File: config.mk
export PLATFORM = sky130hd
export DESIGN_NAME = mdu_seq
export DESIGN_NICKNAME = d
export VERILOG_FILES = /design/src/rtl/mdu_seq_pkg.sv /design/src/rtl/mdu_seq_step.sv /design/src/rtl/mdu_seq.sv
export SDC_FILE = /design/constraint.sdc
export NUM_CORES = 1
export LEC_CHECK = 0
export ABC_CLOCK_PERIOD_IN_PS = 12200
export CAP_MARGIN = 20
export CELL_PAD_IN_SITES_DETAIL_PLACEMENT = 1
export CELL_PAD_IN_SITES_GLOBAL_PLACEMENT = 2
export CORE_MARGIN = 5
export CORE_UTILIZATION = 38
export CTS_CLUSTER_SIZE = 16
export DETAILED_ROUTE_END_ITERATION = 16
export HOLD_SLACK_MARGIN = 0.06
export PLACE_DENSITY_LB_ADDON = 0.1
export SYNTH_ARGS = -nofsm -noshare
export SYNTH_HDL_FRONTEND = slang
export SYNTH_SLANG_ARGS = --single-unit
File: constraint.sdc
create_clock -name clk_i -period 12.2 [get_ports clk_i]
set_clock_uncertainty 0.1 [all_clocks]
set_input_delay 2.44 -clock clk_i [delete_from_list [all_inputs] [get_ports clk_i]]
set_output_delay 2.44 -clock clk_i [all_outputs]
set_load 0.01 [all_outputs]
File: src/rtl/mdu_seq_pkg.sv
// ============================================================================
// Module  : mdu_seq_pkg
// Brief   : Shared M-extension encodings, FSM states and helpers for mdu_seq.
// Revision: 1.0 - initial release
// ============================================================================
`default_nettype none

package mdu_seq_pkg;

    localparam logic [6:0] c_mdu_func7 = 7'h01;

    localparam logic [2:0] c_mdu_mul    = 3'd0;
    localparam logic [2:0] c_mdu_mulh   = 3'd1;
    localparam logic [2:0] c_mdu_mulhsu = 3'd2;
    localparam logic [2:0] c_mdu_mulhu  = 3'd3;
    localparam logic [2:0] c_mdu_div    = 3'd4;
    localparam logic [2:0] c_mdu_divu   = 3'd5;
    localparam logic [2:0] c_mdu_rem    = 3'd6;
    localparam logic [2:0] c_mdu_remu   = 3'd7;

    typedef enum logic [2:0] {
        S_IDLE = 3'd0,
        S_MUL  = 3'd1,
        S_DIV  = 3'd2,
        S_FIX  = 3'd3,
        S_DONE = 3'd4
    } mdu_state_t;

    function automatic logic rs1_is_signed(input logic [2:0] func3);
        return (func3 == c_mdu_mulh) || (func3 == c_mdu_mulhsu) ||
               (func3 == c_mdu_div)  || (func3 == c_mdu_rem);
    endfunction

    function automatic logic rs2_is_signed(input logic [2:0] func3);
        return (func3 == c_mdu_mulh) || (func3 == c_mdu_div) ||
               (func3 == c_mdu_rem);
    endfunction

endpackage

`default_nettype wire

File: src/rtl/mdu_seq_step.sv
// ============================================================================
// Module  : mdu_seq_step
// Brief   : One combinational iteration: shift-add multiply or restoring divide.
// Revision: 1.0 - initial release
// ============================================================================
`default_nettype none

module mdu_seq_step #(
    parameter int XLEN = 32
) (
    input  logic [2*XLEN-1:0] acc,
    input  logic [XLEN-1:0]   operand,
    input  logic              is_div,
    output logic [2*XLEN-1:0] acc_next
);

    logic [XLEN:0]     w_sum;
    logic [2*XLEN-1:0] w_mul_next;
    logic [XLEN:0]     w_shift;
    logic [XLEN:0]     w_diff;
    logic              w_ge;
    logic [XLEN-1:0]   w_rem;
    logic [2*XLEN-1:0] w_div_next;

    // Multiply: acc = {partial high, remaining multiplier}; the carry out of
    // the add becomes the new top bit after the right shift.
    always_comb begin
        w_sum      = {1'b0, acc[2*XLEN-1:XLEN]} + (acc[0] ? {1'b0, operand} : '0);
        w_mul_next = {w_sum, acc[XLEN-1:1]};
    end

    // Divide: acc = {partial remainder, dividend bits / quotient bits}.
    always_comb begin
        w_shift    = acc[2*XLEN-1:XLEN-1];
        w_diff     = w_shift - {1'b0, operand};
        w_ge       = ~w_diff[XLEN];
        w_rem      = w_ge ? w_diff[XLEN-1:0] : w_shift[XLEN-1:0];
        w_div_next = {w_rem, acc[XLEN-2:0], w_ge};
    end

    assign acc_next = is_div ? w_div_next : w_mul_next;

endmodule

`default_nettype wire

File: src/rtl/mdu_seq.sv
// ============================================================================
// Module  : mdu_seq
// Brief   : Iterative RV32M/RV64M multiply/divide sequencer with stall/flush.
// Revision: 1.0 - initial release
// ============================================================================
`default_nettype none

module mdu_seq
    import mdu_seq_pkg::*;
#(
    parameter int XLEN  = 32,
    parameter int CNT_W = $clog2(XLEN) + 1
) (
    input  logic            clk_i,
    input  logic            rst_i,
    input  logic            E_valid_i,
    input  logic [2:0]      E_func3_i,
    input  logic [XLEN-1:0] E_valA_i,
    input  logic [XLEN-1:0] E_valB_i,
    input  logic            E_flush_i,
    output logic            e_ready_o,
    output logic            e_stall_o,
    output logic            e_resp_valid_o,
    input  logic            e_resp_ready_i,
    output logic [XLEN-1:0] e_mdu_res_o
);

    localparam logic [CNT_W-1:0] c_last = CNT_W'(XLEN - 1);
    localparam logic [XLEN-1:0]  c_min  = {1'b1, {(XLEN-1){1'b0}}};

    mdu_state_t r_state, w_next;

    logic [CNT_W-1:0]  r_cnt;
    logic [2:0]        r_func3;
    logic              r_sign_a;
    logic              r_sign_b;
    logic [XLEN-1:0]   r_op;
    logic [2*XLEN-1:0] r_acc;
    logic [XLEN-1:0]   r_res;

    logic              w_accept;
    logic              w_sign_a;
    logic              w_sign_b;
    logic [XLEN-1:0]   w_abs_a;
    logic [XLEN-1:0]   w_abs_b;
    logic              w_div_zero;
    logic              w_ovf;
    logic              w_special;
    logic [XLEN-1:0]   w_spec_res;
    logic [2*XLEN-1:0] w_acc_next;
    logic [2*XLEN-1:0] w_prod;
    logic [XLEN-1:0]   w_quot;
    logic [XLEN-1:0]   w_rem;
    logic [XLEN-1:0]   w_fix_res;

    // Operand conditioning at accept time
    always_comb begin
        w_sign_a   = rs1_is_signed(E_func3_i) & E_valA_i[XLEN-1];
        w_sign_b   = rs2_is_signed(E_func3_i) & E_valB_i[XLEN-1];
        w_abs_a    = w_sign_a ? (~E_valA_i + 1'b1) : E_valA_i;
        w_abs_b    = w_sign_b ? (~E_valB_i + 1'b1) : E_valB_i;
        w_div_zero = E_func3_i[2] & (E_valB_i == '0);
        w_ovf      = E_func3_i[2] & ~E_func3_i[0] &
                     (E_valA_i == c_min) & (E_valB_i == '1);
        w_special  = w_div_zero | w_ovf;
        if (w_div_zero)
            w_spec_res = E_func3_i[1] ? E_valA_i : '1;
        else
            w_spec_res = E_func3_i[1] ? '0 : c_min;
    end

    mdu_seq_step #(
        .XLEN (XLEN)
    ) u_step (
        .acc      (r_acc),
        .operand  (r_op),
        .is_div   (r_state == S_DIV),
        .acc_next (w_acc_next)
    );

    // Sign correction: quotient/product negate on sign mismatch, remainder
    // follows the dividend.
    always_comb begin
        w_prod    = (r_sign_a ^ r_sign_b) ? (~r_acc + 1'b1) : r_acc;
        w_quot    = (r_sign_a ^ r_sign_b) ? (~r_acc[XLEN-1:0] + 1'b1) : r_acc[XLEN-1:0];
        w_rem     = r_sign_a ? (~r_acc[2*XLEN-1:XLEN] + 1'b1) : r_acc[2*XLEN-1:XLEN];
        w_fix_res = w_prod[XLEN-1:0];
        case (r_func3)
            c_mdu_mul:                         w_fix_res = w_prod[XLEN-1:0];
            c_mdu_mulh, c_mdu_mulhsu, c_mdu_mulhu: w_fix_res = w_prod[2*XLEN-1:XLEN];
            c_mdu_div, c_mdu_divu:             w_fix_res = w_quot;
            default:                           w_fix_res = w_rem;
        endcase
    end

    always_ff @(posedge clk_i or posedge rst_i) begin
        if (rst_i)
            r_state <= S_IDLE;
        else
            r_state <= w_next;
    end

    always_comb begin
        w_next         = r_state;
        w_accept       = 1'b0;
        e_ready_o      = 1'b0;
        e_resp_valid_o = 1'b0;
        e_stall_o      = 1'b1;
        case (r_state)
            S_IDLE: begin
                e_ready_o = 1'b1;
                e_stall_o = 1'b0;
                w_accept  = E_valid_i & ~E_flush_i;
                if (w_accept) begin
                    if (w_special)
                        w_next = S_DONE;
                    else
                        w_next = E_func3_i[2] ? S_DIV : S_MUL;
                end
            end
            S_MUL, S_DIV: begin
                if (r_cnt == c_last)
                    w_next = S_FIX;
            end
            S_FIX: begin
                w_next = S_DONE;
            end
            S_DONE: begin
                e_resp_valid_o = 1'b1;
                e_stall_o      = ~e_resp_ready_i;
                if (e_resp_ready_i)
                    w_next = S_IDLE;
            end
            default: begin
                w_next = S_IDLE;
            end
        endcase
        if (E_flush_i)
            w_next = S_IDLE;
    end

    always_ff @(posedge clk_i or posedge rst_i) begin
        if (rst_i) begin
            r_cnt    <= '0;
            r_func3  <= '0;
            r_sign_a <= 1'b0;
            r_sign_b <= 1'b0;
            r_op     <= '0;
            r_acc    <= '0;
            r_res    <= '0;
        end else begin
            case (r_state)
                S_IDLE: begin
                    if (w_accept) begin
                        r_cnt    <= '0;
                        r_func3  <= E_func3_i;
                        r_sign_a <= w_sign_a;
                        r_sign_b <= w_sign_b;
                        // Multiply iterates over rs2 with rs1 as addend;
                        // divide shifts rs1 through with rs2 as divisor.
                        r_op     <= E_func3_i[2] ? w_abs_b : w_abs_a;
                        r_acc    <= {{XLEN{1'b0}}, (E_func3_i[2] ? w_abs_a : w_abs_b)};
                        if (w_special)
                            r_res <= w_spec_res;
                    end
                end
                S_MUL, S_DIV: begin
                    r_acc <= w_acc_next;
                    r_cnt <= (r_cnt == c_last) ? '0 : r_cnt + 1'b1;
                end
                S_FIX: begin
                    r_res <= w_fix_res;
                end
                default: begin
                end
            endcase
        end
    end

    assign e_mdu_res_o = r_res;

endmodule

`default_nettype wire

Word level (Yosys, flattened, before mapping)
Index checks and enable logic that the tools add are counted.
W data, S select, Z words.
{"block": "op_classes", "add_sub_neg": 8, "eq_ne": 21, "muxes": 33, "bitwise_logic": 18, "n_reduce_logical": 17}
{"op": "$mux W32", "count": 13}
{"op": "$mux W64", "count": 3}
{"op": "$add A32 B1 Y32 const B", "count": 4}
{"op": "$not A32 Y32", "count": 4}
{"op": "$pmux W64 S2", "count": 1}
{"op": "$pmux W32 S3", "count": 1}
{"op": "$add A64 B1 Y64 const B", "count": 1}
{"op": "$eq A32 B32 Y1 const B", "count": 2}
{"op": "$not A64 Y64", "count": 1}
{"op": "$pmux W32 S2", "count": 1}
{"op": "$add A32 B33 Y33", "count": 1}
{"op": "$sub A33 B32 Y33", "count": 1}
{"op": "$logic_not A32 Y1", "count": 1}
{"op": "$eq A3 B2 Y1 const B", "count": 5}
{"op": "$eq A3 B3 Y1 const B", "count": 5}
{"op": "$mux W3", "count": 5}
{"op": "$mux W6", "count": 2}
{"op": "$pmux W3 S4", "count": 1}
{"op": "$pmux W6 S2", "count": 1}
{"op": "$eq A3 B1 Y1 const B", "count": 3}
{"op": "$ne A3 B3 Y1 const B", "count": 3}
{"op": "$and A1 B1 Y1", "count": 7}
{"op": "$add A6 B1 Y6 const B", "count": 1}
{"op": "$eq A6 B5 Y1 const B", "count": 1}
{"op": "14 further kinds", "count": 29}
{"block": "totals", "register_bits": 142, "word_cells": 105}

Logic depth before layout (Yosys ltp)
Gate-level depths: netlist (run 1).
{"block": "logic_depth", "depth_word": 9, "depth_mapped": 14, "depth_no_buf": 13}

Cells and area by module
Synthesis (run 1) repeated with hierarchy kept, for this count alone.
{"block": "unflattened", "cells_unflattened": 1980, "area_unflattened_um2": 15324.7}
{"module": "mdu_seq", "n_inst": 1, "cells_each": 1317, "area_per_inst_um2": 10734.0, "seq_area_each_um2": 3553.4}
{"module": "mdu_seq_step", "n_inst": 1, "cells_each": 663, "area_per_inst_um2": 4590.7, "seq_area_each_um2": 0.0}

Worst setup path after synthesis (run 1)
Ideal clock, no wire load.
{"block": "synth_path", "path_type": "in2out", "start": "input port e_resp_ready_i", "end": "output port e_stall_o", "t_arrival_ns": 2.675, "t_required_ns": 9.660, "path_slack_ns": 6.985, "stages": 2, "path_buffers": 0, "path_cell_list": "nand2b_1 > nand2_1"}
{"block": "synth_via", "elab_chain_len": 2}
{"element": "from (decl)", "line": "mdu_seq.sv:24", "rtl": "input logic e_resp_ready_i,"}
{"element": "$not A1 Y1", "line": "mdu_seq.sv:130", "rtl": "e_stall_o = ~e_resp_ready_i;"}
{"element": "$pmux W1 S2", "line": "mdu_seq.sv:109", "rtl": "case (r_state)"}
{"element": "to (decl)", "line": "mdu_seq.sv:22", "rtl": "output logic e_stall_o,"}
Every way passes these cells.

Final worst setup path (run 1)
Same ends and word-level chain as after synthesis.

==> results of run 1 <==
==> worst max-delay path by stage <==
stage                 endpoint  slack (ps)  cells past startpoint
2_1_floorplan   e_mdu_res_o[0]        5850                      1
3_3_place_gp   e_mdu_res_o[24]        5990                     10
3_5_place_dp   e_mdu_res_o[24]        5870                     10
4_1_cts              e_stall_o        6060                      4
5_1_grt              e_stall_o        6010                      4
6_report             e_stall_o        6060                      4
==> flip-flops by register name, summed over array words and instances (netlist names) <==
| name | count |
|---|---|
| r_func3 | 3 |
| r_sign_a | 1 |
| r_op | 32 |
| r_cnt | 6 |
| r_state | 3 |
| e_mdu_res_o | 32 |
| r_acc | 64 |
| r_sign_b | 1 |
==> stage by stage <==
stage / setup WS [ps] / utilization (%) / hold slack, ps / std cells
detailed placement: 5869 / 42.26 / 370.8 / 2539
CTS: 6062 / 43.75 / 383.6 / 2570
floorplan: 5850 / - / 349.8 / 2030
finish: 6058 / 43.76 / 377.4 / 2571
global placement: 5991 / 42.26 / 363.0 / 2539
global route: 6006 / 43.75 / 406.9 / 2570
==> layout make-up <==
type,count,area (sq um),area share [%]
clock buffer,19,442.9,2.607
timing repair buffer,131,1246,7.335
inverter,69,264.0,1.554
clock inverter,12,135.1,0.7954
tap,518,648.1,3.815
sequential,142,3553,20.91
antenna,1,2.502,0.01473
multi-input combinational,1679,10700,62.97
==> layer usage <==
layer  GRT usage, %  vias up
met1          40.60     7966
met3          3.689      117
met5              0        -
met2          48.07      508
met4          11.36        0
li1               -     7382
==> worst min-delay path: cells and delay by family (launching register included) <==
family          cells  cell delay [ps]
flops               1              340
compound gates      1               60
simple gates        1               50
==> power by group <==
part / leakage, nW / switching (mW) / total, mW / internal [mW]
Clock: 0.284 / 0.231 / 0.538 / 0.307
Sequential: 1.74 / 0.419 / 1.12 / 0.699
Combinational: 4.83 / 2.34 / 3.78 / 1.45
==> kinds of logic (layout without fill, tap and decap cells) <==
family	after synthesis	in the layout
and+or+nand+nor	703	703
AOI/OAI and AO/OA	667	667
buffers and inverters	209	231
xor gates and xnor gates	197	197
DFF	142	142
adders and majority gates	72	72
muxes	40	40
other	0	1
==> cell usage in the layout (no fill, tap or decap), drive strengths merged, types with 7 or more instances in the layout <==
cell           count
o22ai             21
a31oi             43
clkdlybuf4s50    105
a21boi             7
or4               11
or3               18
nor4              27
nand2            235
nor2b             30
a21oi            175
nor2             198
a22o               7
o21bai            11
ha                70
mux2               7
o41ai             15
inv               73
nor3              66
clkbuf            19
a21o              25
xnor2            110
a22oi             12
nand3             26
and2              15
o211ai            21
nand2b            17
xor2              87
dfrtp            142
a32oi              7
buf               26
o21ai            168
nand4             19
mux2i             33
a222oi             8
a211oi            65
o31ai             27
and3              18
o21a               9
==> impl_metrics.ini, run 1 <==
[run_status]
status = finished, final reports clean

[worst_setup_path]
critical_path_class = primary input to primary output
critPathMaxFanout = 2
start_kind = primary input
r2r_end = r_acc[33]
reg2reg_depth = 12
crit_start = e_resp_ready_i
rr_startpoint = r_acc[31]
cp_data_required_time_ps = 9660
crit_chain = clkdlybuf4s50_1 -> nand2b_1 -> nand2_1 -> clkdlybuf4s50_1
crit_slowest_cell = clkdlybuf4s50_1
crit_top_cell = clkdlybuf4s50_1
cp-end-kind = primary output
cp_num_buf_inv = 2
crit_arrival_ps = 3600
r2r_slack_ps = 7580
max_stage_delay_ps = 530
path_delay_family = buffers and inverters

[detailed_routing]
wl_met2_mm = 30.15
highest_layer = met4
wl_met3_mm = 3.338
wl_met1_mm = 30.11
drc = 0
antenna_left = 0
avgRoutedWirePerCell_um = 25.79
vias = 15970
drtPass1Iterations = 6
wl_mm = 66.31
drt_iter0_markers = 1228
post_drt_via_cell_ratio = 6.213

[hold_path]
holdPathStages = 2
hold_end = r_op[25]
hp-start = r_op[25]
holdCritPathClass = flip-flop to flip-flop

[final_layout]
final_nets = 2184
drive_above_1_share_pct = 4.971
area_growth_pct = 13.20
nFillCells = 4849
fin_area_sq_um = 16990

[yosys]
syn_inst = 2030
yosys.area_share.adder_pct = 6.102
synth.area.mux_share_pct = 2.726
ys_top_cells_by_count = 235 x nand2_1, 196 x nor2_1, 175 x a21oi_1, 164 x o21ai_0, 142 x dfrtp_1
synth-xor-area-share_pct = 11.50
synth.avg_cell_area_sq_um = 7.394
synth_top_area_share_pct = 23.67
synth-compound-area-share_pct = 28.18
synth_warnings = 0
yosys.area_share.simple_pct = 22.44
synth_edf_count = 0
synth_area_leader_cell = dfrtp_1
synth_area_sq_um = 15010
seq_area_frac_synth_pct = 23.67
synth_top_family_by_area = compound AO/OA/AOI/OAI gates
ys_ff_latch = 142
syn_nets = 2174
ys_async_sr_fraction_pct = 100.0
synth.distinct_cells = 86
synth_flop_cell = dfrtp_1
yosys-top-cells-area = dfrtp_1 24%, xnor2_1 6.4%, nand2_1 5.9%
yosysMostFrequentCell = nand2_1

[place]
post_dp_cell_area_sq_um = 16410
place.gp.congestion = 0.9409
port_buffers = 106
place_hpwl_mm = 51.15

[timing]
setup_viol = 0
worst_slew_pin_slew_ps = 1247
rsz0062_at_grt = no
finalSetupTns_ps = 0
finalCritPeriodShare_pct = 50.35
drv_slew = 0
max_freq_mhz = 162.8
hold_violations = 0
max_slew_margin_pct = 16.85
period_minus_slack_ps = 6142

[clocking]
clk_latency_ps = 470
numCtsBuffers = 17
cts-root-buf = clkbuf_16
path_clk_slew_ps = 60
h-tree-depth = 4
cts.sinks = 142
post_cts_buffers = 0
cts_buffer_depth = 2
cts_tree = built
cts_resized = 0
cts_hold_buf = 0

[grt]
grt_pass1_wl_mm = 100.9
grt-ovfl-total = 0
grt_max_degree = 113
grt_pass1_vias = 16100
antenna_found_initial = 4
grt_usage_pct = 29.69

[floorplan]
core_sq_um = 38830
dieArea_sq_um = 43570
ios = 107
start_util_pct = 38.66
die_w_um = 208.7
chipHeight_um = 208.7
rows = 72

[power_and_ir_drop]
vdd_drop_max_mv = 0.1473
p_per_area_nw_per_um2 = 320.2
leakage_nw = 6.854
total_power_mw = 5.440

[job]
maxCapViolCount = 0
Power figures use the tool's default switching activity.
==> run 2: changes to the inputs <==
--- a/config.mk
+++ b/config.mk
@@ -5,12 +5,12 @@
 export SDC_FILE = /design/constraint.sdc
 export NUM_CORES = 1
 export LEC_CHECK = 0
-export ABC_CLOCK_PERIOD_IN_PS = 12200
+export ABC_CLOCK_PERIOD_IN_PS = 5600
 export CAP_MARGIN = 20
 export CELL_PAD_IN_SITES_DETAIL_PLACEMENT = 1
 export CELL_PAD_IN_SITES_GLOBAL_PLACEMENT = 2
 export CORE_MARGIN = 5
-export CORE_UTILIZATION = 38
+export CORE_UTILIZATION = 32
 export CTS_CLUSTER_SIZE = 16
 export DETAILED_ROUTE_END_ITERATION = 16
 export HOLD_SLACK_MARGIN = 0.06
==> constraint.sdc (replaced) <==
create_clock -name clk_i -period 5.6 [get_ports clk_i]
set_clock_uncertainty 0.1 [all_clocks]
set_input_delay 1.12 -clock clk_i [delete_from_list [all_inputs] [get_ports clk_i]]
set_output_delay 1.12 -clock clk_i [all_outputs]
set_load 0.01 [all_outputs]
==> run 2 against run 1 <==
  * Sequential power rose by 110%
  * Setup slack worse by 4900 ps
  * Hold slack improved by 2.7 ps
  * Cell count up 4.4%
  * Routed wire length up 7.6%
  * Combinational power rose by 130%
  * Cell area rose by 2.0%
  * Critical path type is now primary input to flip-flop
==> impl_metrics.ini, run 2 (synthesis gave the netlist of run 1 again) <==
[clocking]
cts_tree = built
clk_latency_ps = 500
h-tree-depth = 4
numCtsBuffers = 17
post_cts_buffers = 0
cts_resized = 0
cts.sinks = 142
cts_buffer_depth = 2
path_clk_slew_ps = 70
cts_hold_buf = 0
cts-root-buf = clkbuf_16

[place]
place.gp.congestion = 0.9063
pre_cts_slack_ps = 758.9
port_buffers = 106
place_hpwl_mm = 56.72

[floorplan]
chipHeight_um = 226.6
core_sq_um = 46460
die_w_um = 226.6
start_util_pct = 32.31
ios = 107
dieArea_sq_um = 51340
rows = 79

[detailed_routing]
post_drt_via_cell_ratio = 5.908
drt_iter0_markers = 1298
vias = 15850
antenna_left = 0
avgRoutedWirePerCell_um = 26.59
wl_mm = 71.34
drtPass1Iterations = 5
drc = 0

[timing]
drv_slew = 0
max_slew_margin_pct = 34.75
max_freq_mhz = 226.0
setup_ws_ps = 1176
setup_viol = 0
finalSetupTns_ps = 0
period_minus_slack_ps = 4424
hold_violations = 0
worst_slew_pin_slew_ps = 978.8
finalCritPeriodShare_pct = 79.00
hold_slack_ps = 380.1
rsz0062_at_grt = no

[power_and_ir_drop]
p_per_area_nw_per_um2 = 703.5
leakage_nw = 6.990
vdd_drop_max_mv = 0.2285

[run_status]
status = finished, final reports clean

[worst_setup_path]
start_kind = primary input
crit_slowest_cell = nor4_1
critical_path_class = primary input to flip-flop
cp_num_buf_inv = 1
path_delay_family = simple AND/OR/NAND/NOR gates
cp-end-kind = flip-flop
max_stage_delay_ps = 610
crit_arrival_ps = 4730
critPathMaxFanout = 5
cp_data_required_time_ps = 5900
crit_chain = clkdlybuf4s50_1 -> nor4_1 -> nand4b_1 -> nor4_1 -> a21oi_1 -> xor2_1 -> nor2_1 -> a211oi_1 -> a211oi_1 -> a31oi_1

[grt]
grt_max_degree = 107
grt_pass1_vias = 16000
antenna_found_initial = 2
grt-ovfl-total = 0
grt_pass1_wl_mm = 106.5
grt_usage_pct = 27.63

[final_layout]
n_antenna_cell = 0
drive_above_1_share_pct = 6.069
area_growth_pct = 15.41
regMostFlops = r_acc
final_cell_mix = 235 x nand2_1, 195 x nor2_1, 175 x a21oi_1
largest_reg_flops = 64
final_nets = 2207
final_common_cell = nand2_1

[hold_path]
holdCritPathClass = flip-flop to flip-flop

[job]
maxCapViolCount = 0
-- run 2: cell types whose count changed in the layout (fill, tap and decap cells not counted), moves of 2 or more --
cell / before / now
clkinv_2: 3 / 0
buf_4: 26 / 48
inv_8: 0 / 3
clkinv_4: 2 / 4
-- run 2: worst reg2reg max path, stage by stage, from the launching register on --
cell      delay, ps
dfrtp_1         480
inv_1           550
nor2_1          110
ha_1            370
a21oi_1         220
o21ai_0         220
a221o_1         400
or3_1           350
o211a_1         280
o31ai_1         560
a21oi_1         220
xnor2_1         180
o221ai_1        130
-- run 2: power breakdown --
group	total [mW]	internal (mW)	switching, mW
clock	1.26	0.686	0.577
sequential	2.36	1.52	0.841
combinational	8.56	3.23	5.33
-- run 2: final timing paths --
kind,from,to,slack [ps],cells after the start
min in group asynchronous,rst_i,e_mdu_res_o[23],1050,2
worst max-delay path,E_valB_i[7],r_acc[20],1180,10
worst min-delay path,r_op[10],r_op[10],380,2
worst min register to register,r_op[10],r_op[10],380,2
max in group asynchronous,rst_i,r_op[6],3390,3
worst max register to register,r_acc[0],r_acc[62],1280,12
-- run 2: layer usage --
metal	wire length, um	vias to the layer above	track usage, %
li1	-	7422	-
met1	32500	7998	37.86
met2	34110	368	45.92
met3	2868	64	3.353
met4	1861	0	8.151
met5	0	-	0
-- run 2: layout make-up --
class                   count  area (sq um)
fillers                  5752         29140
multi-input cells        1679         10700
well taps                 607         759.5
flip-flops and latches    142          3553
clock buffers              19         442.9
inverters                  69         264.0
repair buffers            154          1431
clock inverters            13         171.4
-- run 2: stage by stage --
stage | instances | total power [mW] | util (%) | area [sq um]
after global routing | 2683 | 13.05 | 37.29 | 17320
after detailed placement | 2651 | 10.82 | 35.96 | 16710
after global placement | 2651 | 10.71 | 35.96 | 16710
final | 2683 | 12.19 | 37.29 | 17320
after CTS | 2683 | 12.14 | 37.29 | 17320
after floorplan | 2030 | 7.795 | - | 15010
==> run 3: changes to the inputs <==
--- a/config.mk
+++ b/config.mk
@@ -5,7 +5,7 @@
 export SDC_FILE = /design/constraint.sdc
 export NUM_CORES = 1
 export LEC_CHECK = 0
-export ABC_CLOCK_PERIOD_IN_PS = 5600
+export ABC_CLOCK_PERIOD_IN_PS = 3950
 export CAP_MARGIN = 20
 export CELL_PAD_IN_SITES_DETAIL_PLACEMENT = 1
 export CELL_PAD_IN_SITES_GLOBAL_PLACEMENT = 2
==> constraint.sdc (replaced) <==
create_clock -name clk_i -period 3.95 [get_ports clk_i]
set_clock_uncertainty 0.1 [all_clocks]
set_input_delay 0.79 -clock clk_i [delete_from_list [all_inputs] [get_ports clk_i]]
set_output_delay 0.79 -clock clk_i [all_outputs]
set_load 0.01 [all_outputs]
==> run 3 against run 2 <==
  * Sequential power increased by 25%
  * Sequential share of layout area down 1.3 points
  * Via count rose by 3.9%
  * Die area stayed put
  * First-iteration DRC count rose by 2.2%
  * Hold slack better by 0.63 ps
  * Utilization is 2.4 points higher
  * Clock-buffer cell count unchanged
  * Non-clock buffer count grew 147
  * Routed wire length rose by 4.8%
  * Combinational power rose by 59%
  * Critical endpoint is now r_acc[63]
  * Global-route usage grew 1.1 points
  * Critical path type is now flip-flop to flip-flop
==> impl_metrics.ini, run 3 (synthesis gave the netlist of run 1 again) <==
[final_layout]
area_growth_pct = 22.92
final_util_pct = 39.71
n_antenna_cell = 0
final_nets = 2354
fin_cells = 2830
final_cell_mix = 235 x nand2_1, 195 x nor2_1, 189 x buf_4
regMostFlops = r_acc
largest_reg_flops = 64
drive_above_1_share_pct = 12.33
nFillCells = 5740
final_common_cell = nand2_1
fin_area_sq_um = 18450

[grt]
grt_max_degree = 108
gr-max-usage-layer = met2
gr-usage-met3_pct = 4.609
grt_pass1_vias = 16640
met1_usage_pct = 38.00
antenna_found_initial = 4
use_met2_pct = 48.66
grt-ovfl-total = 0
grt_pass1_wl_mm = 110.4
grt_usage_pct = 28.76

[floorplan]
rows = 79
chipHeight_um = 226.6
dieArea_sq_um = 51340
start_util_pct = 32.31
ios = 107
die_w_um = 226.6
core_sq_um = 46460

[detailed_routing]
avgRoutedWirePerCell_um = 26.41
antenna_left = 0
drtPass1Iterations = 5
drt_iter0_markers = 1326
post_drt_via_cell_ratio = 5.820
drc = 0
wl_mm = 74.73
vias = 16470

[place]
port_buffers = 106
place_hpwl_mm = 60.50
place.gp.congestion = 0.9394
dp_cells = 2798
pre_cts_slack_ps = -187.9
post_dp_cell_area_sq_um = 17870

[power_and_ir_drop]
intPower_mw = 8.272
total_power_mw = 18.19
switching_power_mw = 9.916
vdd_drop_max_mv = 0.5290
p_clk_share_pct = 9.3
p_per_area_nw_per_um2 = 985.9
pwr-share-comb_pct = 74.5
p_seq_share_pct = 16.2
leakage_nw = 7.688
switching_share_pct = 54.52

[worst_setup_path]
crit_arrival_ps = 3980
max_stage_delay_ps = 550
cp_data_required_time_ps = 4230
crit_chain = buf_4 -> ha_1 -> o21a_1 -> o31a_1 -> o2111ai_1 -> a211oi_1 -> o21ai_0 -> o31ai_1 -> a311oi_1 -> xor2_1 -> a221oi_1
critPathMaxFanout = 8
cp-end-kind = flip-flop
start_kind = flip-flop
critical_path_class = flip-flop to flip-flop
crit_slowest_cell = o31ai_1

[timing]
finalCritPeriodShare_pct = 93.60
hold_violations = 0
setup_ws_ps = 252.7
worst_slew_pin_slew_ps = 1008
setup_viol = 0
finalSetupTns_ps = 0
hold_slack_ps = 380.8
rsz0062_at_grt = no
max_slew_margin_pct = 32.78
period_minus_slack_ps = 3697
max_freq_mhz = 270.5
drv_slew = 0

[clocking]
cts-root-buf = clkbuf_16
h-tree-depth = 4
cts_tree = built
clk_latency_ps = 480
cts_buffer_depth = 2
cts.sinks = 142
path_clk_slew_ps = 70
numCtsBuffers = 17

[hold_path]
holdCritPathClass = flip-flop to flip-flop

[job]
maxCapViolCount = 0

[run_status]
status = finished, final reports clean
==> run 3: cell count changes in the layout (fill, tap and decap cells not counted), sizes merged <==
cell and delta:
buf +147, inv -1, clkinv -3, bufinv -1, clkinvlp +5
==> run 3: layout make-up <==
type | instances | area [sq um] | area share [%]
clock buffer | 19 | 442.9 | 2.401
clock inverter | 13 | 128.9 | 0.6985
inverter | 69 | 262.8 | 1.424
multi-input combinational | 1679 | 10700 | 58.00
sequential | 142 | 3553 | 19.26
tap | 607 | 759.5 | 4.117
timing repair buffer | 301 | 2601 | 14.10
==> run 3: final timing paths <==
kind	from	end	slack, ps	cells past startpoint
setup / recovery	r_acc[34]	r_acc[63]	250	11
hold / removal	r_op[11]	r_op[11]	380	2
setup reg to reg	r_acc[34]	r_acc[63]	250	11
hold reg to reg	r_op[11]	r_op[11]	380	2
max in group asynchronous	rst_i	r_acc[39]	2100	3
min in group asynchronous	rst_i	e_mdu_res_o[28]	690	2
==> run 3: repair_timing <==
action	4_1_cts	5_1_grt
hold buffers	0	0
setup endpoints to repair	0	6
gates resized for setup	0	3
setup buffers	0	0
==> run 3: worst max-delay path, delay by kind of cell, from the launching register on <==
kind	cells	cell delay (ps)
compound gates	8	2380
xor+xnor	1	180
fa+ha+maj	1	350
buf+inv	1	190
flops	1	400
==> run 3: power groups by stage <==
stage | clock (mW) | combinational, mW | sequential [mW]
finish | 1.70 | 13.6 | 2.94
global route | 1.79 | 14.6 | 3.01
CTS | 1.72 | 13.4 | 2.93
detailed placement | 0 | 13.3 | 2.95
global placement | 0 | 13.1 | 2.92
floorplan | 0 | 8.32 | 2.73
==> run 3: routing by layer <==
metal	vias to the layer above	routed length, um
met1	8207	33210
met5	-	34
met2	441	36010
li1	7712	-
met4	6	2259
met3	106	3214
